$ cat src/rtl/sm3_arb_pkg.sv
`default_nettype none
// ============================================================================
// Module   : sm3_arb_pkg
// Brief    : Shared types, widths and beat-legality helper for the SM3 input arbiter.
// Revision : 1.0 - initial release
// ============================================================================
package sm3_arb_pkg;

`ifdef SM3_INPT_DW_64
    localparam int SM3_INPT_DW = 64;
`else
    localparam int SM3_INPT_DW = 32;
`endif

    localparam int SM3_CH_NUM    = 4;
    localparam int SM3_MAX_BYTES = 8;

    typedef enum logic [1:0] {
        ST_IDLE      = 2'd0,
        ST_XFER      = 2'd1,
        ST_WAIT_DONE = 2'd2
    } arb_state_t;

    // True when the low nb bits of vb are a non-zero run of ones starting at the MSB.
    function automatic logic vld_byte_ok(input logic [SM3_MAX_BYTES-1:0] vb, input int nb);
        logic [SM3_MAX_BYTES-1:0] w_al;
        logic                     w_seen_zero;
        logic                     w_ok;
        w_al        = vb << (SM3_MAX_BYTES - nb);
        w_seen_zero = 1'b0;
        w_ok        = w_al[SM3_MAX_BYTES-1];
        for (int i = SM3_MAX_BYTES - 1; i >= 0; i--) begin
            if (!w_al[i]) begin
                w_seen_zero = 1'b1;
            end else if (w_seen_zero) begin
                w_ok = 1'b0;
            end
        end
        return w_ok;
    endfunction

endpackage
`default_nettype wire

$ cat src/rtl/sm3_rr_pick.sv
`default_nettype none
// ============================================================================
// Module   : sm3_rr_pick
// Brief    : Combinational round-robin priority encoder starting at i_rr_ptr.
// Revision : 1.0 - initial release
// ============================================================================
module sm3_rr_pick #(
    parameter int CH_NUM = 4,
    parameter int CH_IDW = $clog2(CH_NUM)
) (
    input  logic [CH_NUM-1:0] i_req,
    input  logic [CH_IDW-1:0] i_rr_ptr,
    output logic [CH_IDW-1:0] o_gnt_id,
    output logic              o_gnt_any
);

    logic [CH_IDW:0] w_sum;

    // Walk from the farthest candidate back to i_rr_ptr so the nearest request wins.
    always_comb begin
        o_gnt_id  = '0;
        o_gnt_any = 1'b0;
        w_sum     = '0;
        for (int k = CH_NUM - 1; k >= 0; k--) begin
            w_sum = {1'b0, i_rr_ptr} + (CH_IDW + 1)'(k);
            if (w_sum >= (CH_IDW + 1)'(CH_NUM)) begin
                w_sum = w_sum - (CH_IDW + 1)'(CH_NUM);
            end
            if (i_req[w_sum[CH_IDW-1:0]]) begin
                o_gnt_id  = w_sum[CH_IDW-1:0];
                o_gnt_any = 1'b1;
            end
        end
    end

endmodule
`default_nettype wire

$ cat src/rtl/sm3_inpt_arb.sv
`default_nettype none
// ============================================================================
// Module   : sm3_inpt_arb
// Brief    : Message-granular round-robin arbiter in front of the SM3 pad core.
// Revision : 1.0 - initial release
// ============================================================================
module sm3_inpt_arb
    import sm3_arb_pkg::*;
#(
    parameter int CH_NUM  = SM3_CH_NUM,
    parameter int INPT_DW = SM3_INPT_DW,
    parameter int CH_IDW  = $clog2(CH_NUM)
) (
    input  logic                            clk,
    input  logic                            rst_n,
    input  logic [CH_NUM-1:0]               i_ch_inpt_vld,
    input  logic [CH_NUM-1:0]               i_ch_inpt_lst,
    input  logic [CH_NUM*INPT_DW-1:0]       i_ch_inpt_d,
    input  logic [CH_NUM*(INPT_DW/8)-1:0]   i_ch_inpt_vld_byte,
    output logic [CH_NUM-1:0]               o_ch_inpt_rdy,
    output logic                            o_msg_inpt_vld,
    output logic                            o_msg_inpt_lst,
    output logic [INPT_DW-1:0]              o_msg_inpt_d,
    output logic [INPT_DW/8-1:0]            o_msg_inpt_vld_byte,
    input  logic                            i_msg_inpt_rdy,
    input  logic                            i_cmprss_done,
    output logic [CH_IDW-1:0]               o_msg_src_id,
    output logic                            o_arb_busy,
    output logic [31:0]                     o_msg_beat_cnt,
    output logic                            o_err_vld_byte
);

    localparam int c_BYTE_W = INPT_DW / 8;

    arb_state_t          r_state;
    logic [CH_IDW-1:0]   r_rr_ptr;
    logic [CH_IDW-1:0]   r_src_id;
    logic [31:0]         r_beat_cnt;
    logic                r_busy;
    logic                r_err;

    logic                w_xfer;
    logic                w_gnt_any;
    logic [CH_IDW-1:0]   w_gnt_id;
    logic [CH_IDW-1:0]   w_rr_next;
    logic                w_sel_vld;
    logic                w_sel_lst;
    logic [INPT_DW-1:0]  w_sel_d;
    logic [c_BYTE_W-1:0] w_sel_vb;
    logic [CH_NUM-1:0]   w_rdy;
    logic                w_acc;
    logic                w_bad;

    sm3_rr_pick #(
        .CH_NUM (CH_NUM),
        .CH_IDW (CH_IDW)
    ) u_rr_pick (
        .i_req     (i_ch_inpt_vld),
        .i_rr_ptr  (r_rr_ptr),
        .o_gnt_id  (w_gnt_id),
        .o_gnt_any (w_gnt_any)
    );

    assign w_xfer = (r_state == ST_XFER);

    always_comb begin
        w_sel_vld = 1'b0;
        w_sel_lst = 1'b0;
        w_sel_d   = '0;
        w_sel_vb  = '0;
        w_rdy     = '0;
        for (int i = 0; i < CH_NUM; i++) begin
            if (r_src_id == CH_IDW'(i)) begin
                w_sel_vld = i_ch_inpt_vld[i];
                w_sel_lst = i_ch_inpt_lst[i];
                w_sel_d   = i_ch_inpt_d[i*INPT_DW +: INPT_DW];
                w_sel_vb  = i_ch_inpt_vld_byte[i*c_BYTE_W +: c_BYTE_W];
                w_rdy[i]  = w_xfer & i_msg_inpt_rdy;
            end
        end
    end

    // Everything downstream is forced to zero outside XFER so the pad core sees clean idles.
    assign o_ch_inpt_rdy       = w_rdy;
    assign o_msg_inpt_vld      = w_xfer & w_sel_vld;
    assign o_msg_inpt_lst      = w_xfer & w_sel_lst;
    assign o_msg_inpt_d        = w_xfer ? w_sel_d  : '0;
    assign o_msg_inpt_vld_byte = w_xfer ? w_sel_vb : '0;

    assign w_acc = o_msg_inpt_vld & i_msg_inpt_rdy;
    assign w_bad = ~vld_byte_ok(SM3_MAX_BYTES'(w_sel_vb), c_BYTE_W)
                 | (~w_sel_lst & (w_sel_vb != {c_BYTE_W{1'b1}}));

    assign w_rr_next = (r_src_id == CH_IDW'(CH_NUM - 1)) ? '0 : r_src_id + 1'b1;

    always_ff @(posedge clk or negedge rst_n) begin
        if (!rst_n) begin
            r_state    <= ST_IDLE;
            r_rr_ptr   <= '0;
            r_src_id   <= '0;
            r_beat_cnt <= '0;
            r_busy     <= 1'b0;
            r_err      <= 1'b0;
        end else begin
            case (r_state)
                ST_IDLE: begin
                    if (w_gnt_any) begin
                        r_src_id   <= w_gnt_id;
                        r_beat_cnt <= '0;
                        r_busy     <= 1'b1;
                        r_state    <= ST_XFER;
                    end
                end
                ST_XFER: begin
                    if (w_acc) begin
                        if (r_beat_cnt != 32'hFFFF_FFFF) begin
                            r_beat_cnt <= r_beat_cnt + 32'd1;
                        end
                        if (w_bad) begin
                            r_err <= 1'b1;
                        end
                        if (w_sel_lst) begin
                            r_state <= ST_WAIT_DONE;
                        end
                    end
                end
                ST_WAIT_DONE: begin
                    if (i_cmprss_done) begin
                        r_rr_ptr <= w_rr_next;
                        r_busy   <= 1'b0;
                        r_state  <= ST_IDLE;
                    end
                end
                default: begin
                    r_busy  <= 1'b0;
                    r_state <= ST_IDLE;
                end
            endcase
        end
    end

    assign o_msg_src_id   = r_src_id;
    assign o_arb_busy     = r_busy;
    assign o_msg_beat_cnt = r_beat_cnt;
    assign o_err_vld_byte = r_err;

endmodule
`default_nettype wire
$ cat config.mk
export PLATFORM = sky130hd
export DESIGN_NAME = sm3_inpt_arb
export DESIGN_NICKNAME = d
export VERILOG_FILES = /design/src/rtl/sm3_arb_pkg.sv /design/src/rtl/sm3_rr_pick.sv /design/src/rtl/sm3_inpt_arb.sv
export SDC_FILE = /design/constraint.sdc
export NUM_CORES = 1
export LEC_CHECK = 0
export ABC_AREA = 1
export CAP_MARGIN = 10
export CORE_MARGIN = 1.5
export CORE_UTILIZATION = 40
export CTS_CLUSTER_DIAMETER = 150
export CTS_CLUSTER_SIZE = 40
export DETAILED_ROUTE_END_ITERATION = 10
export PLACE_DENSITY = 0.92
export SETUP_SLACK_MARGIN = 0.4
export SLEW_MARGIN = 10
export SYNTH_ARGS = -nofsm -noshare
export SYNTH_HDL_FRONTEND = slang
export SYNTH_SLANG_ARGS = --single-unit
$ cat constraint.sdc
create_clock -name clk -period 3 [get_ports clk]
set_input_delay 0.6 -clock clk [delete_from_list [all_inputs] [get_ports clk]]
set_output_delay 0.6 -clock clk [all_outputs]
set_load 0.02 [all_outputs]
==> impl_metrics.prom <==
# TYPE chip_impl_metric gauge
chip_impl_metric{name="cts_made_buffers",unit=""} 5
chip_impl_metric{name="synthesis.area_per_instance",unit="sq um"} 5.97
chip_impl_metric{name="maxSlewViolCount",unit=""} 0
chip_impl_metric{name="nets",unit=""} 1115
chip_impl_metric{name="critical_path.max_fanout",unit=""} 8
chip_impl_metric{name="placement.setup.worst_slack",unit="ps"} 43.6
chip_impl_metric{name="globalRoute.totalOverflow",unit=""} 0
chip_impl_metric{name="floorplan.initialDensity",unit=""} 0.411
chip_impl_metric{name="met3_usage",unit=""} 0.0558
chip_impl_metric{name="clock_skew",unit="ps"} 6.20
chip_impl_metric{name="fmax",unit="MHz"} 373
chip_impl_metric{name="synthDistinctLibCells",unit=""} 32
chip_impl_info{name="crit_path_end",value="o_msg_inpt_lst"} 1
chip_impl_metric{name="routedWlPerCell",unit="um"} 16.1
chip_impl_info{name="worst_setup_startpoint",value="o_msg_src_id[1]"} 1
chip_impl_metric{name="ys_warn_count",unit=""} 0
chip_impl_metric{name="peak_ir_drop_on_the_vdd_network",unit="uV"} 687
chip_impl_info{name="rsz_0062_raised_after_global_routing",value="yes"} 1
chip_impl_metric{name="clock_network_latency_to_the_later_pin_of_the_worst_skew_pair",unit="ps"} 300
chip_impl_metric{name="cts-root-to-sink-buffers",unit=""} 2
chip_impl_metric{name="die_width",unit="um"} 106
chip_impl_metric{name="power.share.combinational",unit=""} 0.810
chip_impl_metric{name="floorplan.core_area",unit="sq um"} 10300
chip_impl_metric{name="syn-cell-area",unit="sq um"} 4240
chip_impl_metric{name="cts_max_level",unit=""} 2
chip_impl_metric{name="ys_ff_latch",unit=""} 40
chip_impl_metric{name="clock-sinks",unit=""} 40
chip_impl_metric{name="grtUsageMet2",unit=""} 0.487
chip_impl_metric{name="cts.reportedPaths.clkPinSlew",unit="ps"} 80
chip_impl_metric{name="worst-r2r-setup-slack",unit="ps"} 780
chip_impl_metric{name="dp_hpwl",unit="mm"} 12.8
chip_impl_info{name="tritoncts",value="done"} 1
chip_impl_info{name="worstSetupStartpointType",value="flip-flop"} 1
chip_impl_metric{name="netSwitchingFraction",unit=""} 0.523
chip_impl_info{name="outcome",value="completed"} 1
chip_impl_metric{name="drv.max_cap_violation_count",unit=""} 0
chip_impl_metric{name="grt_use_met1",unit=""} 0.411
chip_impl_metric{name="power_per_cell_area",unit="nW/um^2"} 838
chip_impl_metric{name="totalNegativeSetupSlack",unit="ps"} 0
chip_impl_metric{name="part_of_the_power_in_registers",unit=""} 0.115
chip_impl_metric{name="period_share",unit=""} 0.893
chip_impl_metric{name="switchingPower",unit="mW"} 3.14
chip_impl_metric{name="seq_area_frac_synth",unit=""} 0.236
chip_impl_metric{name="detail_route.iter0.violations",unit=""} 473
chip_impl_metric{name="postLayoutSetupSlackWorst",unit="ps"} 320
chip_impl_metric{name="finalSetupViolations",unit=""} 0
chip_impl_metric{name="overall_die_area",unit="sq um"} 11200
chip_impl_metric{name="crit_path_time_final",unit="ps"} 2680
chip_impl_metric{name="drive_gt1_frac",unit=""} 0.184
chip_impl_metric{name="detail_route.drc_violations",unit=""} 0
chip_impl_metric{name="postRouteWirelength",unit="mm"} 17.5
chip_impl_info{name="rr_endpoint",value="o_msg_beat_cnt[5]"} 1
chip_impl_metric{name="area_growth_syn_to_layout",unit="%"} 68.8
chip_impl_metric{name="port_buffers",unit=""} 233
chip_impl_metric{name="route.vias.total",unit=""} 5731
chip_impl_metric{name="synthesis.instances",unit=""} 711
chip_impl_metric{name="r2r.worst_path.cells",unit=""} 11
chip_impl_metric{name="internal_dissipation",unit="mW"} 2.86
chip_impl_metric{name="worst_ep_required_time",unit="ps"} 2400
chip_impl_metric{name="synth.net_count",unit=""} 872
chip_impl_metric{name="grt_pass1_vias",unit=""} 5302
chip_impl_metric{name="timing.slew.headroom",unit=""} 0.399
chip_impl_info{name="critPathCaptureType",value="primary output"} 1
chip_impl_metric{name="report.final.hold_viol_count",unit=""} 0
chip_impl_info{name="reg_to_reg_start",value="o_msg_src_id[1]"} 1
chip_impl_metric{name="antennaDiodeCount",unit=""} 0
chip_impl_info{name="ctsRootBufferMaster",value="clkbuf_8"} 1
chip_impl_metric{name="global_route.usage.total",unit=""} 0.302
chip_impl_metric{name="share_clk_of_total_power",unit=""} 0.075
chip_impl_metric{name="leakagePower",unit="nW"} 3.08
chip_impl_metric{name="ioPinCount",unit=""} 234
chip_impl_metric{name="drt_pass1_iterations",unit=""} 6
chip_impl_metric{name="initial_antenna_violation_count",unit=""} 0
chip_impl_metric{name="grt_pass1_wl",unit="mm"} 27.1
chip_impl_info{name="timing.setup.critical_path_class",value="flip-flop to primary output"} 1
chip_impl_metric{name="worst-slew-pin-transition",unit="ps"} 901
chip_impl_metric{name="place_congestion",unit=""} 1.01
chip_impl_info{name="grt_most_used_layer",value="met2"} 1
chip_impl_metric{name="drt-vias-per-instance",unit=""} 5.25
chip_impl_metric{name="die_ht",unit="um"} 106
chip_impl_metric{name="core.rowCount",unit=""} 37
chip_impl_metric{name="drt.antenna.violating_nets",unit=""} 0
chip_impl_metric{name="largest_net_degree_at_the_start_of_global_routing",unit=""} 64
chip_impl_info{name="hold_path_class",value="primary input to async pin"} 1
chip_impl_metric{name="timing.critical_path.arrival",unit="ps"} 2080
[state kept, by name (all words and copies together) (netlist names)]
register	count
o_arb_busy	1
o_err_vld_byte	1
o_msg_beat_cnt	32
o_msg_src_id	2
r_rr_ptr	2
r_state	2
[worst max-delay path: stages, from the launching register on]
cell	delay (ps)
dfrtp_2	430
buf_4	130
ha_1	220
clkinv_4	100
buf_4	170
or2_2	270
nand2_1	150
nor2_1	60
clkdlybuf4s15_2	250
[synthesized netlist by cell type]
library cell / n / share of area
a21boi_0: 1 / 0.0018
buf_4: 1 / 0.0018
o21ai_1: 2 / 0.0024
buf_2: 15 / 0.018
a21oi_1: 41 / 0.048
inv_2: 4 / 0.0035
a21o_1: 1 / 0.0018
dfrtp_1: 40 / 0.24
nand2_1: 241 / 0.21
or2_2: 16 / 0.024
buf_6: 5 / 0.013
nor2_4: 2 / 0.0053
nand4_1: 1 / 0.0015
buf_12: 1 / 0.0047
inv_4: 1 / 0.0015
nor2_1: 76 / 0.067
nor3_1: 1 / 0.0012
ha_1: 5 / 0.015
clkbuf_1: 14 / 0.012
o21ai_2: 29 / 0.060
nand3_1: 60 / 0.071
nand2_2: 6 / 0.0088
inv_1: 38 / 0.034
xnor2_1: 2 / 0.0041
o21ai_0: 69 / 0.081
nand3b_1: 1 / 0.0018
nand2_8: 1 / 0.0047
a22oi_1: 32 / 0.057
nand2_4: 1 / 0.0027
buf_1: 2 / 0.0018
nor2_2: 1 / 0.0015
clkinv_1: 1 / 0.00088
[power groups by stage]
| stage | Clock (mW) | Sequential [mW] | Combinational, mW |
|---|---|---|---|
| after floorplan | 0 | 0.703 | 2.66 |
| after global placement | 0 | 0.690 | 4.04 |
| after detailed placement | 0 | 0.695 | 4.09 |
| after CTS | 0.453 | 0.688 | 4.41 |
| after global routing | 0.476 | 0.702 | 5.23 |
| final | 0.449 | 0.691 | 4.86 |
[layout make-up]
type	instances	area, sq um
sequential	40	1000
clock buffer	5	68.8
fill	875	3160
clock inverter	3	42.5
tap	136	170
timing repair inverter	1	7.51
multi-input combinational	589	2970
inverter	44	180
timing repair buffer	273	2730
[worst min-delay path by stage]
stage / startpoint / to / slack (ps)
finish: rst_n / o_msg_beat_cnt[8] / 420
global route: rst_n / r_rr_ptr[0] / 500
CTS: rst_n / o_msg_beat_cnt[8] / 450
detailed placement: o_err_vld_byte / o_err_vld_byte / 470
global placement: o_err_vld_byte / o_err_vld_byte / 470
floorplan: rst_n / o_arb_busy / 300
[timing repair]
action | CTS | global route
cloned | 5 | 2
setup buffers | 8 | 7
resized for setup | 190 | 74
setup endpoints to repair | 42 | 40
hold buffers | 0 | 0
pin swaps | 9 | 36
[placed cells by master (no fill, tap or decap), drive strengths merged, types with 5 or more instances in the layout]
cell type	instances
nand2	249
nand3	60
clkdlybuf4s50	190
ha	5
a22oi	32
o21ai	100
or2	16
a21oi	41
dfrtp	40
clkbuf	9
nor2	79
buf	74
inv	43
[cells by family after synthesis]
kind of cell	share of synthesized area
compound gates	0.252
simple gates	0.402
flops	0.236
buf+inv	0.0911
fa+ha+maj	0.0147
xor+xnor	0.00413
[routing by layer]
metal  part of all wire  wire (um)  vias to the layer above
met5                  0          0                        -
met4              0.021        373                        0
met3              0.078       1370                       33
met2               0.46       8070                      284
met1               0.44       7710                     2575
li1                   -          -                     2839
[metrics by stage]
stage                     instances  cell area, sq um  hold WS, ps  power, mW   util
after global placement         1061              6680          473       4.73  0.647
after global routing           1091              7170          501       6.41  0.694
after detailed placement       1061              6680          471       4.78  0.647
after floorplan                 711              4240          304       3.36      -
final                          1091              7170          422       6.00  0.694
after CTS                      1082              6930          453       5.55  0.671
(Power assumes the default switching activity.)
